===== config.mk =====
export PLATFORM = sky130hd
export DESIGN_NAME = serial_frame_receiver
export DESIGN_NICKNAME = d
export VERILOG_FILES = /design/src/rtl/serial_frame_receiver.sv
export SDC_FILE = /design/constraint.sdc
export NUM_CORES = 1
export LEC_CHECK = 0
export BUFFER_PORTS_ARGS = -buffer_cell sky130_fd_sc_hd__buf_2
export CORE_MARGIN = 2
export CORE_UTILIZATION = 50
export CTS_CLUSTER_DIAMETER = 80
export DETAILED_ROUTE_END_ITERATION = 8
export GPL_TIMING_DRIVEN = 1
export PLACE_DENSITY = 0.72
export SETUP_SLACK_MARGIN = 0.2
export SYNTH_ARGS = -nofsm -noshare
export SYNTH_HDL_FRONTEND = slang
export SYNTH_SLANG_ARGS = --single-unit

===== constraint.sdc =====
create_clock -name clk -period 1.7 [get_ports clk]
set_clock_uncertainty 0.1 [all_clocks]
set_input_delay 0 -clock clk [delete_from_list [all_inputs] [get_ports clk]]
set_output_delay 0 -clock clk [all_outputs]
set_load 0.005 [all_outputs]

===== src/rtl/serial_frame_receiver.sv =====
// Serial frame receiver: start bit, n data bits, stop bit.
// Deserializes on bit_tick and hands words out over valid/ready.
module serial_frame_receiver #(
  parameter int n         = 8,
  parameter bit LSB_FIRST = 1'b1
) (
  input  logic         clk,
  input  logic         reset,
  input  logic         bit_tick,
  input  logic         serial_in,
  input  logic         data_ready,
  input  logic         clear_err,
  output logic [n-1:0] data_out,
  output logic         data_valid,
  output logic         busy,
  output logic         frame_err,
  output logic         overrun
);

  localparam int CW = $clog2(n);
  localparam logic [CW-1:0] LAST = CW'(n - 1);

  typedef enum logic [1:0] {
    IDLE = 2'd0,
    DATA = 2'd1,
    STOP = 2'd2
  } state_t;

  state_t        state_q;
  logic [CW-1:0] cnt_q;
  logic [n-1:0]  sr_q;
  logic [n-1:0]  sr_d;
  logic          busy_q;

  logic [n-1:0]  data_q;
  logic          valid_q;
  logic          valid_d;
  logic          ferr_q;
  logic          ferr_d;
  logic          ovr_q;
  logic          ovr_d;

  logic          stop_tick;
  logic          load;
  logic          drop;
  logic          bad_stop;
  logic          accept;

  // Next shift value and handshake/flag next-state decisions
  always_comb begin
    sr_d = sr_q;
    if (LSB_FIRST) begin
      sr_d = {serial_in, sr_q[n-1:1]};
    end else begin
      sr_d = {sr_q[n-2:0], serial_in};
    end

    stop_tick = bit_tick && (state_q == STOP);
    accept    = valid_q && data_ready;
    load      = stop_tick && serial_in &&
                (!valid_q || data_ready);
    drop      = stop_tick && serial_in &&
                valid_q && !data_ready;
    bad_stop  = stop_tick && !serial_in;

    valid_d = valid_q;
    if (load) begin
      valid_d = 1'b1;
    end else if (accept) begin
      valid_d = 1'b0;
    end

    // A set event in the same cycle as clear_err wins
    ferr_d = ferr_q;
    if (bad_stop) begin
      ferr_d = 1'b1;
    end else if (clear_err) begin
      ferr_d = 1'b0;
    end

    ovr_d = ovr_q;
    if (drop) begin
      ovr_d = 1'b1;
    end else if (clear_err) begin
      ovr_d = 1'b0;
    end
  end

  // Frame FSM: advances only on bit_tick, holds otherwise
  always_ff @(posedge clk or posedge reset) begin
    if (reset) begin
      state_q <= IDLE;
      cnt_q   <= '0;
      sr_q    <= '0;
      busy_q  <= 1'b0;
    end else if (bit_tick) begin
      unique case (state_q)
        IDLE: begin
          if (!serial_in) begin
            state_q <= DATA;
            cnt_q   <= '0;
            busy_q  <= 1'b1;
          end
        end
        DATA: begin
          sr_q  <= sr_d;
          cnt_q <= cnt_q + 1'b1;
          if (cnt_q == LAST) begin
            state_q <= STOP;
          end
        end
        STOP: begin
          state_q <= IDLE;
          busy_q  <= 1'b0;
        end
        default: begin
          state_q <= IDLE;
          busy_q  <= 1'b0;
        end
      endcase
    end
  end

  // Output word register, valid flag and sticky errors
  always_ff @(posedge clk or posedge reset) begin
    if (reset) begin
      data_q  <= '0;
      valid_q <= 1'b0;
      ferr_q  <= 1'b0;
      ovr_q   <= 1'b0;
    end else begin
      if (load) begin
        data_q <= sr_q;
      end
      valid_q <= valid_d;
      ferr_q  <= ferr_d;
      ovr_q   <= ovr_d;
    end
  end

  assign data_out   = data_q;
  assign data_valid = valid_q;
  assign busy       = busy_q;
  assign frame_err  = ferr_q;
  assign overrun    = ovr_q;

endmodule


==> results of run 1 <==
## worst max path at each step
stage,start,endpoint,slack (ns)
finish,state_q[1],data_valid,0.26
global route,state_q[0],data_out[7],0.22
CTS,state_q[0],data_out[5],0.20
detailed placement,state_q[0],data_out[5],0.22
global placement,state_q[1],data_out[7],0.25
floorplan,state_q[0],data_out[0],0.31
## area by class of cell
class                      count  area share, %
tap                           27           2.61
timing repair buffer          27           14.5
inverter                       4           1.16
sequential                    25           48.5
clock inverter                 1          0.386
clock buffer                   3           1.74
multi-input combinational     40           31.2
## tightest hold or removal path: stages
cell and delay, ns:
dlygate4sd3_1 0.53, buf_2 0.12, inv_1 0.04, buf_4 0.29
## logic make-up after synthesis
family	share of synthesized area, %
flops	58.3
buf+inv	4.43
compound gates	7.12
simple gates	7.23
mux	20.5
fa+ha+maj	2.33
## metal layers
layer  vias to the layer above  GRT usage [%]  share of wire, %
met4                         0           8.56              0.69
li1                        310              -                 -
met1                       311           21.6                49
met2                        12           26.5                47
met3                         2           2.98               3.3
met5                         -              0                 0
## state kept, by name, summed over array words and instances (netlist names)
signal and flops:
busy 1, cnt_q 3, data_out 8, data_valid 1, frame_err 1, overrun 1
sr_q 8, state_q 2
## synthesized netlist by cell type
cell / n
a21oi_1: 2
a22o_1: 2
a2bb2oi_1: 1
a32o_1: 1
and2b_1: 1
buf_4: 1
buf_6: 1
clkbuf_8: 1
dfrtp_1: 25
ha_1: 2
inv_1: 4
mux2_2: 8
mux2_4: 8
mux2i_1: 1
nand2_1: 3
nand2b_1: 1
nand3_1: 1
nand4b_4: 1
nor2_1: 1
nor2_4: 1
nor2b_2: 1
o21ai_0: 3
o22ai_1: 1
o2bb2ai_1: 1
## power groups by stage
stage / combinational [mW] / sequential [mW] / clock, mW
2_1_floorplan: 0.386 / 0.899 / 0
3_3_place_gp: 0.471 / 0.924 / 0
3_5_place_dp: 0.493 / 0.933 / 0
4_1_cts: 0.506 / 0.920 / 0.271
5_1_grt: 0.587 / 0.949 / 0.295
6_report: 0.525 / 0.914 / 0.261
## layout by cell type (no fill, tap or decap), types with 2 or more instances in the layout
cell type and n:
o21ai_0 3, mux2_4 8, nand2_1 3, dfrtp_2 2, mux2_2 8, ha_1 2
inv_1 4, dfrtp_1 23, buf_4 3, dlygate4sd3_1 6, buf_2 17, a22o_1 2
clkbuf_4 3, a21oi_1 2
## through the flow
stage	std cells	hold slack [ns]	util, %	setup WS, ns	instance area (sq um)
after floorplan	72	-0.0727	-	0.314	1070
after global placement	116	-0.0447	59.6	0.245	1190
after detailed placement	116	-0.0335	59.6	0.221	1190
after CTS	126	0.155	64.0	0.203	1280
after global routing	127	0.179	64.8	0.217	1300
final	127	0.151	64.8	0.256	1300
## repair_timing
item	CTS	global route
gates resized for setup	0	3
hold endpoints to repair	32	0
buffers inserted	0	1
endpoints found under the setup margin	0	9
hold buffers	6	0
==> qor.yml, run 1 <==
clock_network:
  cts_made_buffers: 3
  clock-root-buffer: "clkbuf_4"
  path_clk_slew_ns: 0.14
  cts_sinks: 25
  htreeDepth: 1
  cts_buffer_depth: 2
  clkLatencyLatePin_ns: 0.31
  cts_tree: "built"
synthesis:
  ys_ff_latch: 25
  ys_seq_area_share_pct: 58.3
  synth_top_cell_by_area: "dfrtp_1"
  netlist_area_sq_um: 1070
  synth_cell_types: 24
  syn-num-nets: 80
  synthTopCellsByArea: "dfrtp_1 58%, mux2_4 11%, mux2_2 8.4%, ha_1 2.3%, nand4b_4 2.2%"
  yosysWarnings: 0
  syn_area_per_cell_sq_um: 14.9
  synthCells: 72
  synth_top_area_share_pct: 58.3
worst_setup_path:
  critPathSlowestCell: "dlygate4sd3_1"
  r2r-end: "data_valid"
  worstReg2RegStart: "state_q[1]"
  critPathMaxStageDelay_ns: 0.56
  arrival_ns: 1.55
  reg2regPathDepth: 3
  r2r_slack_ns: 0.26
  critPathMaxFanout: 5
  crit_path_start_kind: "flop"
  crit_path_end_kind: "flop"
  cp_top_family: "buffers and inverters"
  cp.depth: 3
  crit_required_ns: 1.80
  crit_type: "flop to flop"
  crit_chain: "nand4b_4 -> nand2_1 -> dlygate4sd3_1"
  path_buf_inv: 1
global_routing:
  antenna_found_initial: 0
  track_usage_pct: 16.6
  grt_max_degree: 26
  grt_pass1_vias: 686
  grt_pass1_wl_um: 3080
  grt_overflow: 0
power:
  p_clk_share_pct: 15.3
  p_total_mw: 1.70
  p_sw_share_pct: 29.6
  powerDensity_nw_per_um2: 1310
  p_sw_mw: 0.503
  peakVddDrop_uv: 833
  leakage_nw: 0.684
  p_int_mw: 1.20
  sequentialPowerShare_pct: 53.8
  p_comb_share_pct: 30.9
sta:
  fin_tns_setup_ns: 0
  hold_violations: 0
  maxSlewHeadroom_pct: 73.0
  worst_slew_pin_slew_ns: 0.400
  min_period_over_period_pct: 84.9
  rsz0062_at_grt: "false"
  fmax_ghz: 0.693
  setup_viol_count_final: 0
  finalMaxSlewViolations: 0
  finalCriticalPeriod_ns: 1.44
final_layout:
  nets: 109
  syn2layout_area_growth_pct: 20.9
  seqCellArea_sq_um: 628
  nFillCells: 157
  antenna_cells: 0
  drive_gt1_share_pct: 46.0
  multi_input_area_sq_um: 404
min_path:
  hp-class: "input pin to async pin"
detailed_routing:
  viasPerCell: 5.00
  num_vias: 635
  ant_nets: 0
  drt_iter0_drc: 5
  firstDrtPassIters: 4
  drc: 0
  wl_per_cell_um: 13.7
  wirelength_um: 1750
floorplanning:
  start_util_pct: 53.6
  die_y_um: 50.3
  core_area_sq_um: 2000
  fp.dieW_um: 50.3
  core.rowCount: 16
  dieArea_sq_um: 2530
  num_io_pins: 18
placement:
  placement.io_buffers: 17
  dp_hpwl_um: 1200
  place.gp.congestion: 0.748
run_status:
  outcome: "completed"
flow_run:
  cap_violations: 0
Note: power is estimated with default switching activity, not from simulation.
==> inputs of run 2 (changes only) <==
==> constraint.sdc (replaced) <==
create_clock -name clk -period 1.45 [get_ports clk]
set_clock_uncertainty 0.1 [all_clocks]
set_input_delay 0 -clock clk [delete_from_list [all_inputs] [get_ports clk]]
set_output_delay 0 -clock clk [all_outputs]
set_load 0.005 [all_outputs]
==> run 2 against run 1 <==
Effect of this change: the flow now finishes with violations (negative hold slack, negative setup slack); clock-buffer cell count unchanged; first-iteration DRC count unchanged; via count rose by 7.6%; sequential power up 21%; critical path depth grew 1; design area up 6.7%; core utilization increased by 4.3 points; non-clock buffer count is 6 higher; maximum frequency down 1.9%; flip-flop and latch count unchanged; largest cell class unchanged.
==> qor.yml, run 2 (same netlist as run 1, synthesis figures left out) <==
global_routing:
  grt_max_degree: 26
  grt_overflow: 0
  grt_pass1_wl_um: 3210
  grt_pass1_vias: 700
  track_usage_pct: 17.1
  antenna_found_initial: 0
detailed_routing:
  firstDrtPassIters: 4
  drt_iter0_drc: 5
  routed.top_layer: "met4"
  wl_per_cell_um: 14.3
  wl_met2_um: 902
  wl_met3_um: 85
  ant_nets: 0
  wl_met1_um: 889
  drc: 0
  num_vias: 683
  wirelength_um: 1910
  viasPerCell: 5.14
floorplanning:
  core_area_sq_um: 2000
  core.rowCount: 16
  die_y_um: 50.3
  num_io_pins: 18
  fp.dieW_um: 50.3
  start_util_pct: 53.6
  dieArea_sq_um: 2530
min_path:
  hp-class: "input pin to flop"
sta:
  finalCriticalPeriod_ns: 1.47
  fmax_ghz: 0.680
  min_period_over_period_pct: 101
  rsz0062_at_grt: "true"
  maxSlewHeadroom_pct: 77.4
  finalMaxSlewViolations: 0
  setup_viol_count_final: 8
  worst_slew_pin_slew_ns: 0.336
  finalWorstSetupSlack_ns: -0.0214
  hold_ws_ns: -0.110
  hold_violations: 4
clock_network:
  cts_tree: "built"
  htreeDepth: 1
  clock-root-buffer: "clkbuf_4"
  path_clk_slew_ns: 0.14
  cts_made_buffers: 3
  postCtsHoldBufs: 5
  cts_sinks: 25
  cts_buffer_depth: 2
  clkLatencyLatePin_ns: 0.31
run_status:
  outcome: "finished, violations left"
  failed_checks: "negative hold slack, negative setup slack"
worst_setup_path:
  crit_path_start_kind: "flop"
  critPathMaxFanout: 8
  crit_type: "flop to flop"
  crit_required_ns: 1.56
  crit_path_end_kind: "flop"
  arrival_ns: 1.58
final_layout:
  seqCellArea_sq_um: 628
  fin_cells: 133
  syn2layout_area_growth_pct: 28.9
  multi_input_area_sq_um: 438
  utilization_pct: 69.1
  antenna_cells: 0
  final_common_cell: "dfrtp_1"
  nFillCells: 139
  final_area_sq_um: 1380
  drive_gt1_share_pct: 52.8
  final_cell_mix: "23 x dfrtp_1, 17 x buf_2, 15 x mux2_4, 8 x buf_4, 5 x dlygate4sd3_1"
  nets: 115
power:
  p_total_mw: 2.24
  leakage_nw: 0.731
  powerDensity_nw_per_um2: 1620
  peakVddDrop_uv: 990
placement:
  dp_hpwl_um: 1270
  placement.io_buffers: 17
  place.gp.congestion: 0.754
  dp.cells: 120
  dpl_cell_area_sq_um: 1240
flow_run:
  cap_violations: 0
-- run 2: per-stage QoR --
stage | setup WS (ns) | TNS [ns] | hold slack, ns
after floorplan | 0.0639 | 0 | -0.0727
after global routing | -0.0374 | -0.263 | -0.0886
after detailed placement | -0.0216 | -0.0798 | -0.0376
after CTS | -0.00740 | -0.00740 | -0.108
final | -0.0214 | -0.0914 | -0.110
after global placement | 0.00886 | 0 | -0.0414
-- run 2: area by class of cell --
cell class	instances	share of cell area (%)
Clock buffer	3	1.63
Timing Repair Buffer	33	17.2
Inverter	4	1.09
Sequential cell	25	45.4
Tap cell	27	2.44
Multi-Input combinational cell	40	31.7
Clock inverter	1	0.543
-- run 2: layer usage --
layer,global-route usage [%],up-vias
met4,8.56,0
met3,3.57,4
met1,21.9,341
li1,-,322
met5,0,-
met2,27.4,16
-- run 2: critical path, stage by stage, from the launching register on --
cell and delay (ns):
dfrtp_2 0.47, nand4b_4 0.21, nor2b_4 0.14, buf_12 0.14
mux2_4 0.30
-- run 2: path summary, 6_finish.rpt --
kind | to | startpoint | depth (start not counted) | slack, ns
setup reg to reg | data_out[0] | state_q[0] | 4 | -0.02
max in group asynchronous | state_q[0] | reset | 4 | 0.85
min in group asynchronous | busy | reset | 4 | 0.15
hold / removal | data_valid | data_ready | 3 | -0.11
setup / recovery | data_out[0] | state_q[0] | 4 | -0.02
hold reg to reg | frame_err | frame_err | 1 | 0.40
-- run 2: what timing repair did --
action / in CTS / in global routing
endpoints found under the hold margin: 32 / 2
pin swaps: 0 / 0
setup endpoints to repair: 18 / 20
gates resized for setup: 6 / 4
setup buffers: 2 / 2
-- run 2: power by group --
part | internal, mW | switching (mW) | total, mW
clock | 0.105 | 0.210 | 0.315
combinational | 0.540 | 0.277 | 0.817
sequential | 0.924 | 0.184 | 1.11
==> inputs of run 3 (changes only) <==
--- a/config.mk
+++ b/config.mk
@@ -11,7 +11,8 @@
 export CTS_CLUSTER_DIAMETER = 80
 export DETAILED_ROUTE_END_ITERATION = 8
 export GPL_TIMING_DRIVEN = 1
-export PLACE_DENSITY = 0.72
+export MAX_ROUTING_LAYER = met4
+export PLACE_DENSITY = 0.73
 export SETUP_SLACK_MARGIN = 0.2
 export SYNTH_ARGS = -nofsm -noshare
 export SYNTH_HDL_FRONTEND = slang
==> run 3 against run 2 <==
Effect of this change: the run ends with negative hold slack left; via count decreased by 3.2%; critical path type unchanged; final cell count decreased by 0.75%; core utilization decreased by 0.81 points; first-iteration DRC count decreased by 20%; flip-flop and latch count unchanged; sequential power about the same; sequential share of layout area increased by 0.45 points; global-route usage about the same; highest routed layer unchanged; die area unchanged; design area decreased by 1.2%; largest power group unchanged; wire length decreased by 8.9%; combinational power decreased by 2%.
==> qor.yml, run 3 (same netlist as run 1, synthesis figures left out) <==
detailed_routing:
  drt_iter0_drc: 4
  ant_nets: 0
  wirelength_um: 1740
  num_vias: 661
  viasPerCell: 5.01
  firstDrtPassIters: 2
  drc: 0
  wl_per_cell_um: 13.2
clock_network:
  clkLatencyLatePin_ns: 0.32
  cts_tree: "built"
  clock-root-buffer: "clkbuf_4"
  cts_sinks: 25
  cts_buffer_depth: 2
  cts_made_buffers: 3
  path_clk_slew_ns: 0.13
  postCtsHoldBufs: 4
  htreeDepth: 1
min_path:
  hold_depth: 3
  holdCritStartpoint: "data_ready"
  hp-class: "input pin to flop"
  min_to: "data_valid"
placement:
  place.gp.congestion: 0.793
  placement.io_buffers: 17
  dp_hpwl_um: 1240
  dp.cells: 120
power:
  p_total_mw: 2.19
  leakage_nw: 0.728
  peakVddDrop_uv: 908
  powerDensity_nw_per_um2: 1610
floorplanning:
  core.rowCount: 16
  core_area_sq_um: 2000
  dieArea_sq_um: 2530
  die_y_um: 50.3
  start_util_pct: 53.6
  num_io_pins: 18
  fp.dieW_um: 50.3
global_routing:
  grt_max_degree: 26
  grt_pass1_vias: 684
  antenna_found_initial: 0
  grt_overflow: 0
  grt_pass1_wl_um: 3130
  track_usage_pct: 17.1
worst_setup_path:
  crit_path_end_kind: "flop"
  r2r_slack_ns: 0.05
  r2r-end: "data_out[1]"
  arrival_ns: 1.51
  crit_type: "flop to flop"
  worstReg2RegStart: "state_q[0]"
  crit_path_start_kind: "flop"
  crit_chain: "nand4b_4 -> nor2b_4 -> buf_12 -> mux2_4"
  crit_required_ns: 1.56
  critPathMaxFanout: 8
  critPathMaxStageDelay_ns: 0.43
  crit_start: "state_q[0]"
  critPathSlowestCell: "dfrtp_1"
  reg2regPathDepth: 4
sta:
  finalCriticalPeriod_ns: 1.40
  min_period_over_period_pct: 96.5
  maxSlewHeadroom_pct: 79.6
  finalMaxSlewViolations: 0
  hold_violations: 2
  fmax_ghz: 0.715
  rsz0062_at_grt: "true"
  setup_viol_count_final: 0
  hold_ws_ns: -0.127
  worst_slew_pin_slew_ns: 0.306
final_layout:
  fin_cells: 132
  final_common_cell: "dfrtp_1"
  nets: 114
  antenna_cells: 0
  syn2layout_area_growth_pct: 27.4
  utilization_pct: 68.3
  final_cell_mix: "24 x dfrtp_1, 17 x buf_2, 14 x mux2_4, 7 x buf_4"
  drive_gt1_share_pct: 51.4
flow_run:
  cap_violations: 0
run_status:
  failed_checks: "negative hold slack"
  outcome: "finished, violations left"
run 3: cell types whose count changed in the layout (fill, tap and decap cells not counted), sizes merged:
cell,previous run,this run
clkinv,0,1
clkinvlp,1,0
dlygate4sd3,5,4
run 3: what timing repair did:
item                                    in CTS  in global routing
hold endpoints to repair                    32                  2
endpoints found under the setup margin      19                 20
pin swaps                                    1                  1
resized for setup                            8                  1
setup buffers                                4                  0
run 3: layer usage:
layer	wire length [um]	track usage (%)	up-vias
li1	-	-	320
met2	873	26.5	9
met5	0	-	-
met4	27	6.76	0
met1	792	22.0	328
met3	45	3.57	4
run 3: worst max-delay path by stage:
stage                        endpoint  slack (ns)  depth (start not counted)
after global routing      data_out[1]      -0.003                          4
after detailed placement  data_out[1]        0.03                          4
final                     data_out[1]        0.05                          4
after floorplan           data_out[0]        0.06                          4
after global placement    data_out[6]        0.05                          4
after CTS                 data_out[1]        0.05                          4
run 3: cell type report:
class                      count  area [sq um]
inverter                       4          15.0
clock inverter                 1          5.00
multi-input combinational     40           432
tap                           27          33.8
clock buffer                   3          22.5
timing repair buffer          32           231
fill                         150           636
sequential                    25           627
run 3: worst max-delay path, delay by kind of cell (launching register included):
| kind | cells | cell delay [ns] |
|---|---|---|
| flops | 1 | 0.43 |
| simple gates | 2 | 0.34 |
| mux | 1 | 0.30 |
| buf+inv | 1 | 0.14 |
run 3: metrics by stage:
| step | worst slack (ns) | instance area, sq um | setup TNS (ns) |
|---|---|---|---|
| 2_1_floorplan | 0.0639 | 1090 | 0 |
| 3_3_place_gp | 0.0521 | 1240 | 0 |
| 3_5_place_dp | 0.0285 | 1240 | 0 |
| 4_1_cts | 0.0474 | 1360 | 0 |
| 5_1_grt | -0.00336 | 1370 | -0.00336 |
| 6_report | 0.0505 | 1370 | 0 |
run 3: report_power, final:
group	switching (mW)	leakage, nW	internal [mW]
combinational	0.268	0.388	0.531
sequential	0.164	0.322	0.922
clock	0.205	0.0177	0.103
total	0.637	0.728	1.56
